--- config.mk ---
export PLATFORM = sky130hd
export DESIGN_NAME = reg_bank
export DESIGN_NICKNAME = d
export VERILOG_FILES = /design/src/rtl/reg_bank.sv
export SDC_FILE = /design/constraint.sdc
export NUM_CORES = 1
export LEC_CHECK = 0
export ABC_AREA = 1
export BUFFER_PORTS_ARGS = -buffer_cell sky130_fd_sc_hd__buf_2
export CORE_MARGIN = 2
export CORE_UTILIZATION = 40
export CTS_BUF_LIST = sky130_fd_sc_hd__clkbuf_16
export DETAILED_ROUTE_END_ITERATION = 8
export PLACE_DENSITY_LB_ADDON = 0.2
export SLEW_MARGIN = 15
export SYNTH_ARGS = -nofsm -noshare
export SYNTH_HDL_FRONTEND = slang
export SYNTH_SLANG_ARGS = --single-unit
--- constraint.sdc ---
create_clock -name clk -period 1.6 [get_ports clk]
set_clock_uncertainty 0.1 [all_clocks]
set_input_delay 0.16 -clock clk [delete_from_list [all_inputs] [get_ports clk]]
set_output_delay 0.16 -clock clk [all_outputs]
set_load 0.02 [all_outputs]
--- src/rtl/reg_bank.sv ---
// reg_bank: DEPTH x WIDTH register array with one bit-masked write port and two
// combinational read ports, optional same-cycle write forwarding, and a written bitmap.
module reg_bank #(
  parameter int WIDTH  = 16,
  parameter int DEPTH  = 8,
  parameter int BYPASS = 1,
  localparam int AW    = $clog2(DEPTH)
) (
  input  logic             clk,
  input  logic             reset,
  input  logic             we,
  input  logic [AW-1:0]    waddr,
  input  logic [WIDTH-1:0] wdata,
  input  logic [WIDTH-1:0] wmask,
  input  logic [AW-1:0]    raddr_a,
  output logic [WIDTH-1:0] rdata_a,
  input  logic [AW-1:0]    raddr_b,
  output logic [WIDTH-1:0] rdata_b,
  output logic [DEPTH-1:0] written
);

  localparam logic [AW:0] DEPTH_C = (AW+1)'(DEPTH);

  logic [WIDTH-1:0] mem_q [DEPTH];
  logic [WIDTH-1:0] mem_d [DEPTH];
  logic [DEPTH-1:0] written_q;
  logic [DEPTH-1:0] written_d;

  logic             wr_en_s;
  logic [WIDTH-1:0] stored_w_s;
  logic [WIDTH-1:0] stored_a_s;
  logic [WIDTH-1:0] stored_b_s;
  logic [WIDTH-1:0] merged_s;

  // Out-of-range addresses never match a register, so they neither write nor read.
  assign wr_en_s = we & ~reset & ({1'b0, waddr} < DEPTH_C);

  // Address decode: at most one register matches, so OR-ing the selected words is a mux.
  always_comb begin
    stored_w_s = {WIDTH{1'b0}};
    stored_a_s = {WIDTH{1'b0}};
    stored_b_s = {WIDTH{1'b0}};
    for (int i = 0; i < DEPTH; i++) begin
      stored_w_s = stored_w_s | ((waddr   == AW'(i)) ? mem_q[i] : {WIDTH{1'b0}});
      stored_a_s = stored_a_s | ((raddr_a == AW'(i)) ? mem_q[i] : {WIDTH{1'b0}});
      stored_b_s = stored_b_s | ((raddr_b == AW'(i)) ? mem_q[i] : {WIDTH{1'b0}});
    end
    merged_s = (stored_w_s & ~wmask) | (wdata & wmask);
  end

  // Next-state for the array and the sticky written bitmap.
  always_comb begin
    written_d = written_q;
    for (int i = 0; i < DEPTH; i++) begin
      if (wr_en_s && (waddr == AW'(i))) begin
        mem_d[i]     = merged_s;
        written_d[i] = 1'b1;
      end else begin
        mem_d[i]     = mem_q[i];
        written_d[i] = written_q[i];
      end
    end
  end

  // Read ports forward the merged write value when bypass is enabled and the addresses meet.
  always_comb begin
    if ((BYPASS != 0) && wr_en_s && (raddr_a == waddr)) begin
      rdata_a = merged_s;
    end else begin
      rdata_a = stored_a_s;
    end
    if ((BYPASS != 0) && wr_en_s && (raddr_b == waddr)) begin
      rdata_b = merged_s;
    end else begin
      rdata_b = stored_b_s;
    end
  end

  // State registers; reset wins over a same-cycle write.
  always_ff @(posedge clk) begin
    if (reset) begin
      mem_q     <= '{default: {WIDTH{1'b0}}};
      written_q <= {DEPTH{1'b0}};
    end else begin
      mem_q     <= mem_d;
      written_q <= written_d;
    end
  end

  assign written = written_q;

endmodule

==> impl_metrics.yaml <==
clock_network:
  cts_tree: "built"
  hold_buffers: 0
  cts.sinks: 136
  clk_latency_ns: 0.43
  clock_path_buffers: 2
  numCtsBuffers: 17
  clkTransAtPathRegs_ns: 0.06
  clockRootBuffer: "clkbuf_16"
  htree_levels: 4
floorplan:
  io_pins: 84
  dieArea_um2: 24600
  start_util_pct: 41.0
  die_x_um: 157
  placeableCoreArea_um2: 22800
  num_rows: 55
  die_h_um: 157
logic_synthesis:
  syn_nets: 1570
  synth_top_area_share_pct: 29.2
  yosys_warnings: 0
  synth_ff_type: "dfxtp_1"
  ys_types: 27
  synth_top_area_cell: "dfxtp_1"
  synth-seq-cells: 136
  synth_area_leaders: "dfxtp_1 (29%), nand3_1 (20%), nand2_1 (13%), nand4_1 (10%), nor2_1 (6.1%)"
  synth_most_common_cell: "nand3_1"
  synth-edff-count: 0
  synthCells: 1526
  ys_seq_area_share_pct: 29.2
  synth_area_per_cell_um2: 6.12
  synthArstFlopShare_pct: 0
  synth.cell_area_um2: 9340
  synthTopCellsByCount: "nand3_1 (366), nand2_1 (329), nand4_1 (154)"
power:
  p_comb_share_pct: 17.4
  leakagePower_nw: 5.91
  p_seq_share_pct: 36.9
  p_int_mw: 6.78
  p_sw_mw: 2.76
  p_clk_share_pct: 45.7
  p_per_area_nw_per_um2: 742
  swShare_pct: 28.9
  peakVddDrop_mv: 0.567
critical_path:
  r2r_cells: 9
  crit_fanout: 5
  cp_data_arrival_time_ns: 1.55
  rr_endpoint: "mem_q[72]"
  r2r-start: "mem_q[72]"
  worst_setup_path_end_kind: "output pin"
  start_kind: "flop"
  reg2reg_slack_ns: 0.05
  setup.worst_path.start: "mem_q[61]"
  worstSetupPathType: "reg -> out"
  crit_required_ns: 1.34
detailed_routing:
  wire_per_inst_um: 21.6
  vias_per_cell: 5.98
  drcViolationCount: 0
  drtIter0Drc: 1656
  routed_wl_um: 43900
  vias: 12200
  drt_first_pass_iters: 6
  postRouteAntennaNets: 0
placement:
  dp.cells: 1983
  place_area_um2: 11200
  globalplace.congestion: 1.00
  hpwl_um: 31000
  port_buffers: 83
sta:
  setup_viol: 32
  final_max_slew_viol_count: 0
  fin_tns_setup_ns: -4.12
  finalHoldViolCount: 0
  fin_ws_ns: -0.209
  finalCriticalPeriod_ns: 1.81
  worstMarginPinSlew_ns: 0.928
  finalCritPeriodShare_pct: 113
  fmax_mhz: 553
  relSlewSlack_pct: 38.1
  rsz0062_at_grt: "true"
min_path:
  worstHoldPathType: "in -> reg"
  hold_end: "mem_q[77]"
  hold_start: "wmask[13]"
  hold_depth: 5
cells_and_area:
  nets: 1759
  fillers: 2205
  final_core_util_pct: 56.5
  layoutNonFillerInstCount: 2039
  n_antenna_cell: 0
  final_area_um2: 12900
  syn2layout_area_growth_pct: 37.7
  drive_above_1_share_pct: 34.1
global_routing:
  grt_antenna_before_repair: 0
  grt_pass1_vias: 11200
  globalRouteTotalUtil_pct: 35.5
  grt.overflow.total: 0
  grt_start_max_net_pins: 83
  grt_pass1_wl_um: 65800
outcome:
  violations: "setup timing"
  status: "complete, but fails checks"
job:
  maxCapViolCount: 0
-- cell families after synthesis --
logic type,after synthesis,synth area share [%]
compound gates,94,5.04
xor+xnor,3,0.281
buf+inv,237,11.1
flops,136,29.2
simple gates,1056,54.4
-- sequential cells by signal, indices dropped and copies added, names as in the netlist --
name,flops
mem_q,128
written,8
-- timing repair --
| item | in CTS | in global routing |
|---|---|---|
| gates cloned | 1 | 0 |
| gates resized for setup | 261 | 103 |
| setup endpoints to repair | 32 | 40 |
| buffers inserted | 23 | 4 |
| hold endpoints to repair | 0 | 0 |
| pin swaps | 80 | 81 |
-- per-layer routing --
metal / track usage [%] / share of wire, % / vias up
li1: - / - / 5570
met1: 47.8 / 40 / 5657
met2: 54.8 / 44 / 801
met3: 5.68 / 11 / 157
met4: 18.3 / 5.2 / 0
met5: 0 / 0 / -
-- power by group through the flow --
| stage | Sequential [mW] | Combinational [mW] | Clock [mW] |
|---|---|---|---|
| 2_1_floorplan | 3.58 | 0.718 | 0 |
| 3_3_place_gp | 3.60 | 1.42 | 0 |
| 3_5_place_dp | 3.60 | 1.42 | 0 |
| 4_1_cts | 3.52 | 1.56 | 4.39 |
| 5_1_grt | 3.53 | 1.72 | 4.53 |
| 6_report | 3.52 | 1.66 | 4.36 |
-- stage by stage --
step                      hold slack, ns  worst slack [ns]  power [mW]
after floorplan                    0.349            0.0768        4.30
after CTS                         0.0412            -0.203        9.47
after detailed placement           0.335            -0.272        5.02
after global routing              0.0835            -0.264        9.78
final                             0.0629            -0.209        9.54
after global placement             0.335            -0.257        5.01
-- worst max-delay path: stages, from the launching register on --
cell and delay [ns]:
dfxtp_1 0.34, nand3_1 0.09, nand2_1 0.07, nor2_2 0.13, nand3_2 0.15, nand3_2 0.11, nand2_2 0.09, buf_6 0.14
-- worst max path at each step --
stage | to | slack [ns]
4_1_cts | rdata_b[14] | -0.20
3_5_place_dp | rdata_a[8] | -0.27
3_3_place_gp | rdata_a[8] | -0.26
6_report | rdata_b[13] | -0.21
5_1_grt | rdata_b[13] | -0.26
2_1_floorplan | rdata_b[11] | 0.08
-- cell usage in the layout, fill, tap and decap left out --
master	netlist	layout
inv_6	0	2
nand3_1	366	318
buf_6	9	39
buf_12	0	25
o21ai_0	83	44
clkinv_2	0	1
nor3_2	2	2
nor2_8	1	1
nor2_4	1	2
inv_2	17	18
clkbuf_4	0	1
buf_4	10	169
nor2_2	2	29
clkinv_4	0	3
nand2_1	329	293
nand4_1	154	154
or2_2	10	10
nand3_2	19	65
inv_4	0	2
dfxtp_1	136	31
bufinv_16	0	5
nor3_4	3	3
nand2_4	0	1
dfxtp_2	0	94
dfxtp_4	0	11
nand3_4	0	2
inv_1	111	107
o21ai_1	1	40
a21oi_1	10	10
nand3b_1	9	9
clkinvlp_4	0	2
nor3_1	2	2
xor2_1	3	3
clkbuf_16	0	17
buf_8	0	2
buf_2	36	43
clkinv_1	0	1
nand2_2	5	40
nor2_1	153	125
-- cell type report --
cell class	count	area, um^2	area share (%)
Sequential cell	136	2880	22.4
Multi-Input combinational cell	1153	6000	46.7
Inverter	128	494	3.84
Clock buffer	17	425	3.31
Timing Repair Buffer	279	2460	19.1
Clock inverter	13	205	1.60
Tap cell	313	392	3.05
No activity file was read; power rests on OpenSTA's default activity.
